[src/rtl/uart_apb_pkg.sv]
// uart_apb_pkg: register offsets, field positions and config types shared by the UART APB interfaces.
package uart_apb_pkg;
  localparam logic [2:0] OFF_RXCTRL = 3'd0;
  localparam logic [2:0] OFF_RXSTAT = 3'd1;
  localparam logic [2:0] OFF_RXDATA = 3'd2;
  localparam logic [2:0] OFF_IER    = 3'd3;
  localparam logic [2:0] OFF_ISR    = 3'd4;
  localparam int CTRL_W   = 5;
  localparam int ISR_W    = 6;
  localparam int STICKY_W = 4;
  localparam int CTRL_EN  = 0;
  localparam int ISR_NE   = 0;
  localparam int ISR_RXF  = 1;
  localparam int ISR_OV   = 2;
  localparam int ISR_PE   = 3;
  localparam int ISR_FE   = 4;
  localparam int ISR_UDF  = 5;
  typedef struct packed {
    logic [1:0] rxt;
    logic       ep;
    logic       d9;
  } rx_cfg_t;
  function automatic logic off_mapped(input logic [2:0] off);
    return off <= OFF_ISR;
  endfunction
endpackage

[src/rtl/uart_rx_apb_if_if.sv]
// uart_rx_apb_if_if: APB3 bus bundle with master/slave views.
interface uart_rx_apb_if_if #(parameter int ADDR_W = 12, parameter int DATA_W = 32);
  logic              psel;
  logic              penable;
  logic              pwrite;
  logic [ADDR_W-1:0] paddr;
  logic [DATA_W-1:0] pwdata;
  logic [DATA_W-1:0] prdata;
  logic              pready;
  logic              pslverr;
  modport slave  (input psel, penable, pwrite, paddr, pwdata, output prdata, pready, pslverr);
  modport master (output psel, penable, pwrite, paddr, pwdata, input prdata, pready, pslverr);
endinterface

[src/rtl/uart_rx_cfg_shadow.sv]
// uart_rx_cfg_shadow: holds written d9/ep/rxt and applies them only between frames when enabled.
module uart_rx_cfg_shadow
  import uart_apb_pkg::*;
(
  input  logic    clk,
  input  logic    rst,
  input  logic    wr,
  input  logic    en_cur,
  input  logic    en_new,
  input  logic    rx_busy,
  input  rx_cfg_t wcfg,
  output rx_cfg_t shadow,
  output rx_cfg_t cfg
);
  rx_cfg_t shadow_q, shadow_d, cfg_q, cfg_d;
  logic    pend_q, pend_d, defer;
  always_comb begin
    defer    = rx_busy & en_cur & en_new;
    shadow_d = wr ? wcfg : shadow_q;
    pend_d   = wr ? defer : pend_q & rx_busy;
    cfg_d    = wr ? (defer ? cfg_q : wcfg) : (pend_q & ~rx_busy ? shadow_q : cfg_q);
  end
  always_ff @(posedge clk) begin
    if (rst) begin
      shadow_q <= '0;
      cfg_q    <= '0;
      pend_q   <= 1'b0;
    end else begin
      shadow_q <= shadow_d;
      cfg_q    <= cfg_d;
      pend_q   <= pend_d;
    end
  end
  assign shadow = shadow_q;
  assign cfg    = cfg_q;
endmodule

[src/rtl/uart_rx_apb_if.sv]
// uart_rx_apb_if: APB3 register slave for the UART receiver (config, status, data pop, sticky interrupts).
module uart_rx_apb_if
  import uart_apb_pkg::*;
#(
  parameter int ADDR_W = 12,
  parameter int DATA_W = 32
) (
  input  logic                  pclk,
  input  logic                  preset,
  uart_rx_apb_if_if.slave       apb,
  output logic                  irq,
  output logic                  ctrl_en,
  output logic                  ctrl_d9,
  output logic                  ctrl_ep,
  output logic [1:0]            ctrl_rxt,
  output logic                  ctrl_data_rd,
  input  logic                  rx_ne,
  input  logic                  rx_busy,
  input  logic                  rx_rxf,
  input  logic                  rx_ov,
  input  logic                  rx_pe,
  input  logic                  rx_fe,
  input  logic [7:0]            rx_data
);
  logic [2:0]          off;
  logic                acc, err, wr, rd, ctrl_wr;
  logic                en_q, en_d, ov_prev_q, irq_q, irq_d;
  logic [ISR_W-1:0]    ier_q, ier_d, isr;
  logic [STICKY_W-1:0] sticky_q, sticky_d, set, w1c;
  logic [9:0]          rdata;
  logic                unused_bits;
  rx_cfg_t             shadow, cfg;
  always_comb begin
    off          = apb.paddr[4:2];
    acc          = apb.psel & apb.penable & ~preset;
    err          = (apb.paddr[ADDR_W-1:5] != '0) | ~off_mapped(off)
                 | (apb.pwrite & (off == OFF_RXSTAT | off == OFF_RXDATA));
    wr           = acc & ~err & apb.pwrite;
    rd           = acc & ~err & ~apb.pwrite;
    ctrl_wr      = wr & off == OFF_RXCTRL;
    ctrl_data_rd = rd & off == OFF_RXDATA & rx_ne;
    isr          = {sticky_q, rx_rxf, rx_ne};
    rdata        = off == OFF_RXCTRL ? {5'b0, shadow, en_q}
                 : off == OFF_RXSTAT ? {4'b0, rx_fe, rx_pe, rx_ov, rx_rxf, rx_busy, rx_ne}
                 : off == OFF_RXDATA ? (rx_ne ? {rx_fe, rx_pe, rx_data} : 10'b0)
                 : off == OFF_IER    ? {4'b0, ier_q}
                 : {4'b0, isr};
    apb.prdata   = rd ? {{(DATA_W-10){1'b0}}, rdata} : '0;
    apb.pready   = apb.psel & apb.penable;
    apb.pslverr  = acc & err;
    en_d         = ctrl_wr ? apb.pwdata[CTRL_EN] : en_q;
    ier_d        = wr & off == OFF_IER ? apb.pwdata[ISR_W-1:0] : ier_q;
    w1c          = wr & off == OFF_ISR ? apb.pwdata[ISR_UDF:ISR_OV] : '0;
    // a new event in the same cycle as its W1C must survive
    set          = {rd & off == OFF_RXDATA & ~rx_ne, ctrl_data_rd & rx_fe,
                    ctrl_data_rd & rx_pe, rx_ov & ~ov_prev_q};
    sticky_d     = (sticky_q & ~w1c) | set;
    irq_d        = |(isr & ier_q);
    unused_bits  = ^{apb.pwdata[DATA_W-1:ISR_W], apb.paddr[1:0]};
  end
  always_ff @(posedge pclk) begin
    if (preset) begin
      en_q      <= 1'b0;
      ier_q     <= '0;
      sticky_q  <= '0;
      ov_prev_q <= 1'b0;
      irq_q     <= 1'b0;
    end else begin
      en_q      <= en_d;
      ier_q     <= ier_d;
      sticky_q  <= sticky_d;
      ov_prev_q <= rx_ov;
      irq_q     <= irq_d;
    end
  end
  uart_rx_cfg_shadow u_shadow (
    .clk     (pclk),
    .rst     (preset),
    .wr      (ctrl_wr),
    .en_cur  (en_q),
    .en_new  (apb.pwdata[CTRL_EN]),
    .rx_busy (rx_busy),
    .wcfg    (rx_cfg_t'(apb.pwdata[CTRL_W-1:1])),
    .shadow  (shadow),
    .cfg     (cfg)
  );
  assign ctrl_en  = en_q;
  assign ctrl_d9  = cfg.d9;
  assign ctrl_ep  = cfg.ep;
  assign ctrl_rxt = cfg.rxt;
  assign irq      = irq_q;
endmodule

[src/flat_wrapper.sv]
// flat-port wrapper written by rule: the top's interface ports become plain ports
module uart_rx_apb_if_flat import uart_apb_pkg::*;
#(
  parameter int ADDR_W = 12,
  parameter int DATA_W = 32
)
  (pclk, preset, irq, ctrl_en, ctrl_d9, ctrl_ep, ctrl_rxt, ctrl_data_rd, rx_ne, rx_busy, rx_rxf, rx_ov, rx_pe, rx_fe, rx_data, apb_psel, apb_penable, apb_pwrite, apb_paddr, apb_pwdata, apb_prdata, apb_pready, apb_pslverr);
  uart_rx_apb_if_if #(.ADDR_W(ADDR_W), .DATA_W(DATA_W)) apb_i ();
  input  logic pclk;
  input  logic preset;
  output logic irq;
  output logic ctrl_en;
  output logic ctrl_d9;
  output logic ctrl_ep;
  output logic [1:0] ctrl_rxt;
  output logic ctrl_data_rd;
  input  logic rx_ne;
  input  logic rx_busy;
  input  logic rx_rxf;
  input  logic rx_ov;
  input  logic rx_pe;
  input  logic rx_fe;
  input  logic [7:0] rx_data;
  input wire logic [$bits(apb_i.psel)-1:0] apb_psel;
  input wire logic [$bits(apb_i.penable)-1:0] apb_penable;
  input wire logic [$bits(apb_i.pwrite)-1:0] apb_pwrite;
  input wire logic [$bits(apb_i.paddr)-1:0] apb_paddr;
  input wire logic [$bits(apb_i.pwdata)-1:0] apb_pwdata;
  output wire logic [$bits(apb_i.prdata)-1:0] apb_prdata;
  output wire logic [$bits(apb_i.pready)-1:0] apb_pready;
  output wire logic [$bits(apb_i.pslverr)-1:0] apb_pslverr;
  assign apb_i.psel = apb_psel;
  assign apb_i.penable = apb_penable;
  assign apb_i.pwrite = apb_pwrite;
  assign apb_i.paddr = apb_paddr;
  assign apb_i.pwdata = apb_pwdata;
  assign apb_prdata = apb_i.prdata;
  assign apb_pready = apb_i.pready;
  assign apb_pslverr = apb_i.pslverr;
  uart_rx_apb_if #(.ADDR_W(ADDR_W), .DATA_W(DATA_W)) u_core (.pclk(pclk), .preset(preset), .apb(apb_i), .irq(irq), .ctrl_en(ctrl_en), .ctrl_d9(ctrl_d9), .ctrl_ep(ctrl_ep), .ctrl_rxt(ctrl_rxt), .ctrl_data_rd(ctrl_data_rd), .rx_ne(rx_ne), .rx_busy(rx_busy), .rx_rxf(rx_rxf), .rx_ov(rx_ov), .rx_pe(rx_pe), .rx_fe(rx_fe), .rx_data(rx_data));
endmodule
[config.mk]
export PLATFORM = sky130hd
export DESIGN_NAME = uart_rx_apb_if_flat
export DESIGN_NICKNAME = d
export VERILOG_FILES = /design/src/rtl/uart_apb_pkg.sv /design/src/rtl/uart_rx_apb_if_if.sv /design/src/rtl/uart_rx_cfg_shadow.sv /design/src/rtl/uart_rx_apb_if.sv /design/src/flat_wrapper.sv
export SDC_FILE = /design/constraint.sdc
export NUM_CORES = 1
export LEC_CHECK = 0
export CAP_MARGIN = 10
export CORE_MARGIN = 4
export CORE_UTILIZATION = 36
export CTS_CLUSTER_SIZE = 16
export DETAILED_ROUTE_END_ITERATION = 7
export MAX_ROUTING_LAYER = met4
export PLACE_DENSITY = 0.78
export SLEW_MARGIN = 15
export SYNTH_ARGS = -nofsm -noshare
export SYNTH_HDL_FRONTEND = slang
export SYNTH_SLANG_ARGS = --single-unit
[constraint.sdc]
create_clock -name pclk -period 2.7 [get_ports pclk]
set_input_delay 0.54 -clock pclk [delete_from_list [all_inputs] [get_ports pclk]]
set_output_delay 0.54 -clock pclk [all_outputs]
set_load 0.02 [all_outputs]
# Yosys cells after proc, flatten, opt, wreduce, memory -nomap -nowiden
# Cells that the tools add are included.
# classes
magnitude_cmp,1
n_bitwise,34
muxes,11
eq_ne,5
n_reduce_logical,5
# ops
operator,count
$mux W10,5
$and A1 B1 Y1,20
$mux W4,4
$not A1 Y1,7
$reduce_bool A7 Y1,1
$and A6 B6 Y6,1
$eq A3 B2 Y1 const B,2
$mux W6,1
$reduce_or A6 Y1,1
$and A4 B4 Y4,1
$not A4 Y4,1
$or A4 B4 Y4,1
$eq A3 B1 Y1 const B,1
$eq A3 B3 Y1 const B,1
$le A3 B3 Y1 const B,1
$logic_not A3 Y1,1
$or A1 B1 Y1,3
$ne A2 B2 Y1 const B,1
$reduce_and A2 Y1,1
$reduce_bool A2 Y1,1
$mux W1,1
# totals
in_bits,63
elab_cells,68
output_inout_bits,41
regBits,22

# Depth between registers and ports, before layout
# logic_depth
depth_word,12
ltp_mapped,7
ltp_nobuf,4

# Cells and area by module
# Synthesis repeated with hierarchy kept, for this count alone.
# hier_totals
cells_unflattened,190
area_unflattened_um2,1540.2
# by_module_without_submodules
module,cells_each,area_each_um2,n_inst,seq_area_each_um2
uart_rx_apb_if,157,1166.1,1,260.2
uart_rx_cfg_shadow,33,374.1,1,180.2

# Worst setup path after synthesis
# OpenSTA, ideal clock, no wires.
# synth_timing
path_type,input-to-output
from,in apb_paddr[7]
to,out apb_prdata[0]
n_path_buf,1
path_stages,5
setup_slack_ps,-424
arrival_time_ps,2584
required_time_ps,2160
cell_sequence,or4_4 -> buf_6 -> nor2_1 -> o21ai_1 -> a2111oi_0
# synth_via
elab_chain_cells,7
# synth_rtl
item,line_no,source
"start, declared",flat_wrapper.sv:27,input wire logic [$bits(apb_i.paddr)-1:0] apb_paddr;
$reduce_bool A7 Y1,uart_rx_apb_if.sv:36,err = (apb.paddr[ADDR_W-1:5] != '0) | ~off_mapped(off)
$or A1 B1 Y1,uart_rx_apb_if.sv:36,
$or A1 B1 Y1,uart_rx_apb_if.sv:37,| (apb.pwrite & (off == OFF_RXSTAT | off == OFF_RXDATA));
$not A1 Y1,uart_rx_apb_if.sv:39,rd = acc & ~err & ~apb.pwrite;
$and A1 B1 Y1 (2 in a row),uart_rx_apb_if.sv:39,
$mux W10,uart_rx_apb_if.sv:48,"apb.prdata = rd ? {{(DATA_W-10){1'b0}}, rdata} : '0;"
"end, declared",flat_wrapper.sv:29,output wire logic [$bits(apb_i.prdata)-1:0] apb_prdata;
# Every way passes these cells.

# Final worst setup path
# layout_timing
from,in apb_paddr[6]
to,out apb_prdata[5]
# The elaborated chain is that of the path after synthesis.

==> out/results.tsv <==
metric	value	unit
status	completed	
dpl.hpwl	3470	microns
antenna_found_initial	0	
clk_path_buf_depth	2	
die_w	74.0	microns
arrival	2.09	ns
setup_violations	0	
synth-async-reset-ratio	0	%
drtPass1Iterations	4	
root_buffer	clkbuf_8	
crit_required	2.16	ns
grt_max_degree	30	
port_buffers	53	
start_kind	input pin	
p_clk_share	38.0	%
die_h	74.0	microns
grt_pass1_wl	7690	microns
drive_above_1_share	30.8	%
globalplace.congestion	0.961	
via_per_inst	5.15	
clkTransAtPathRegs	0.08	ns
cap_viol_max_count	0	
path_max_fanout	7	
syn_avg_cell_area	7.79	sq um
holdWs	0.454	ns
die_area	5470	sq um
wl_per_cell	14.4	microns
synth_top_area_share	28.1	%
cp-end-kind	primary output	
routed_wl	4830	microns
synth.largest_area_cell	dfxtp_1	
final.period_utilization	97.4	%
grt_pass1_vias	1747	
synth_area	1570	sq um
num_rows	23	
core	4120	sq um
ys_seq_area_share	28.1	%
p_leak	1.02	nW
ys_warn_count	0	
path_class	input pin to primary output	
power_frac_seq	40.2	%
place_area	2240	sq um
hold_class	flip-flop to flip-flop	
design_area	2460	sq um
drt_iter0_markers	114	
instances_no_fill	336	
synthTopCellsByArea	dfxtp_1 28%, buf_4 11%, a21oi_1 5.4%, nand2_1 4.8%, nor2_1 4.6%	
setup-tns-final	0	ns
ys_ff_latch	22	
final.setup.worst_slack	0.0708	ns
synthCells	201	
synth_edf_count	0	
layout.nets	350	
track_usage	18.3	%
min_period	2.63	ns
pin_count	104	
final.setup_skew	0.00551	ns
fillerInstances	363	
ant_nets	0	
cts_tree	done	
min_path_cells	2	
power	0.814	mW
grt_overflow	0	
utilization	59.7	%
rsz0062_at_grt	no	
slew_viol_final	0	
ys_top_cells_by_count	22 x buf_4, 22 x dfxtp_1, 20 x nand2_1, 19 x nor2_1, 17 x a21oi_1	
drc	0	
clock-sinks	22	
comb_power_share	21.8	%
clk_latency	0.27	ns
htree_levels	1	
p_per_area	331	nW/um^2
synth_cell_types	42	
ys.flop_type	dfxtp_1	
r2r_cells	4	
dp.cells	319	
diodes	0	
ir_drop	164	uV
hold_viol	0	
p_int	0.606	mW
area_delta_synth_final	56.9	%
switching_power	0.207	mW
via_count	1729	
fmax	380	MHz
start_util	38.1	%
cts_made_buffers	3	
swShare	25.5	%
place_ws	-0.733	ns
[metal layers]
layer  share of wire [%]  vias to the layer above  GRT usage, %
li1                    -                      837             -
met2                  50                       78          32.1
met4                 2.0                        0          6.24
met3                 8.7                        9          2.84
met5                   0                        -             -
met1                  39                      805          21.2
[placed cells by master (no fill, tap or decap), drive strengths merged, types with 8 or more instances in the layout]
cell and n:
conb 22, dlygate4sd2 8, a21oi 17, nor3 13, inv 9, clkdlybuf4s50 28, o21ai 10, nor2 19
dfxtp 22, buf 52, nand2 20
[worst max-delay path, stage by stage]
cell	delay, ns
clkdlybuf4s50_1	0.39
or3_4	0.39
nor2_4	0.13
o21ai_4	0.12
a2111oi_2	0.28
buf_2	0.23
[power groups by stage]
| stage | Sequential, mW | Clock (mW) | Combinational, mW |
|---|---|---|---|
| final | 0.327 | 0.309 | 0.178 |
| after global routing | 0.327 | 0.327 | 0.192 |
| after CTS | 0.327 | 0.316 | 0.174 |
| after detailed placement | 0.335 | 0 | 0.171 |
| after global placement | 0.335 | 0 | 0.170 |
| after floorplan | 0.334 | 0 | 0.107 |
[sequential cells by signal, summed over array words and instances, names as in the netlist]
signal / cells
u_core.ctrl_en: 1
u_core.ier_q: 6
u_core.irq: 1
u_core.ov_prev_q: 1
u_core.sticky_q: 4
u_core.u_shadow.cfg: 4
u_core.u_shadow.pend_q: 1
u_core.u_shadow.shadow: 4
[path summary, 6_finish.rpt]
check | from | end | slack (ns)
setup reg to reg | u_core.ctrl_en$_SDFFE_PP0P_ | u_core.u_shadow.cfg[0]$_SDFFE_PP0P_ | 1.52
hold / removal | u_core.u_shadow.pend_q$_SDFF_PP0_ | u_core.u_shadow.pend_q$_SDFF_PP0_ | 0.45
setup / recovery | apb_paddr[6] | apb_prdata[5] | 0.07
hold reg to reg | u_core.u_shadow.pend_q$_SDFF_PP0_ | u_core.u_shadow.pend_q$_SDFF_PP0_ | 0.45
[cell families (layout without fill, tap and decap cells)]
kind of cell,count (synthesis),count (layout),share of synthesized area [%]
AOI/OAI and AO/OA,43,43,17.3
other,1,22,0.239
muxes,6,6,3.83
and+or+nand+nor,85,85,32.2
buffers and inverters,44,108,18.4
DFF,22,22,28.1
[cell type report]
type	count	area, sq um	share of cell area [%]
Multi-Input combinational cell	156	1030	41.8
Sequential cell	22	440	17.9
Timing Repair Buffer	95	823	33.5
Tap cell	50	62.6	2.54
Clock inverter	1	30.0	1.22
Inverter	9	33.8	1.37
Clock buffer	3	41.3	1.68
[timing repair]
item	CTS	global route
resized for setup	81	15
pin swaps	8	6
endpoints found under the setup margin	12	12
hold buffers	0	0
setup buffers	15	0
Power figures use the tool's default switching activity.
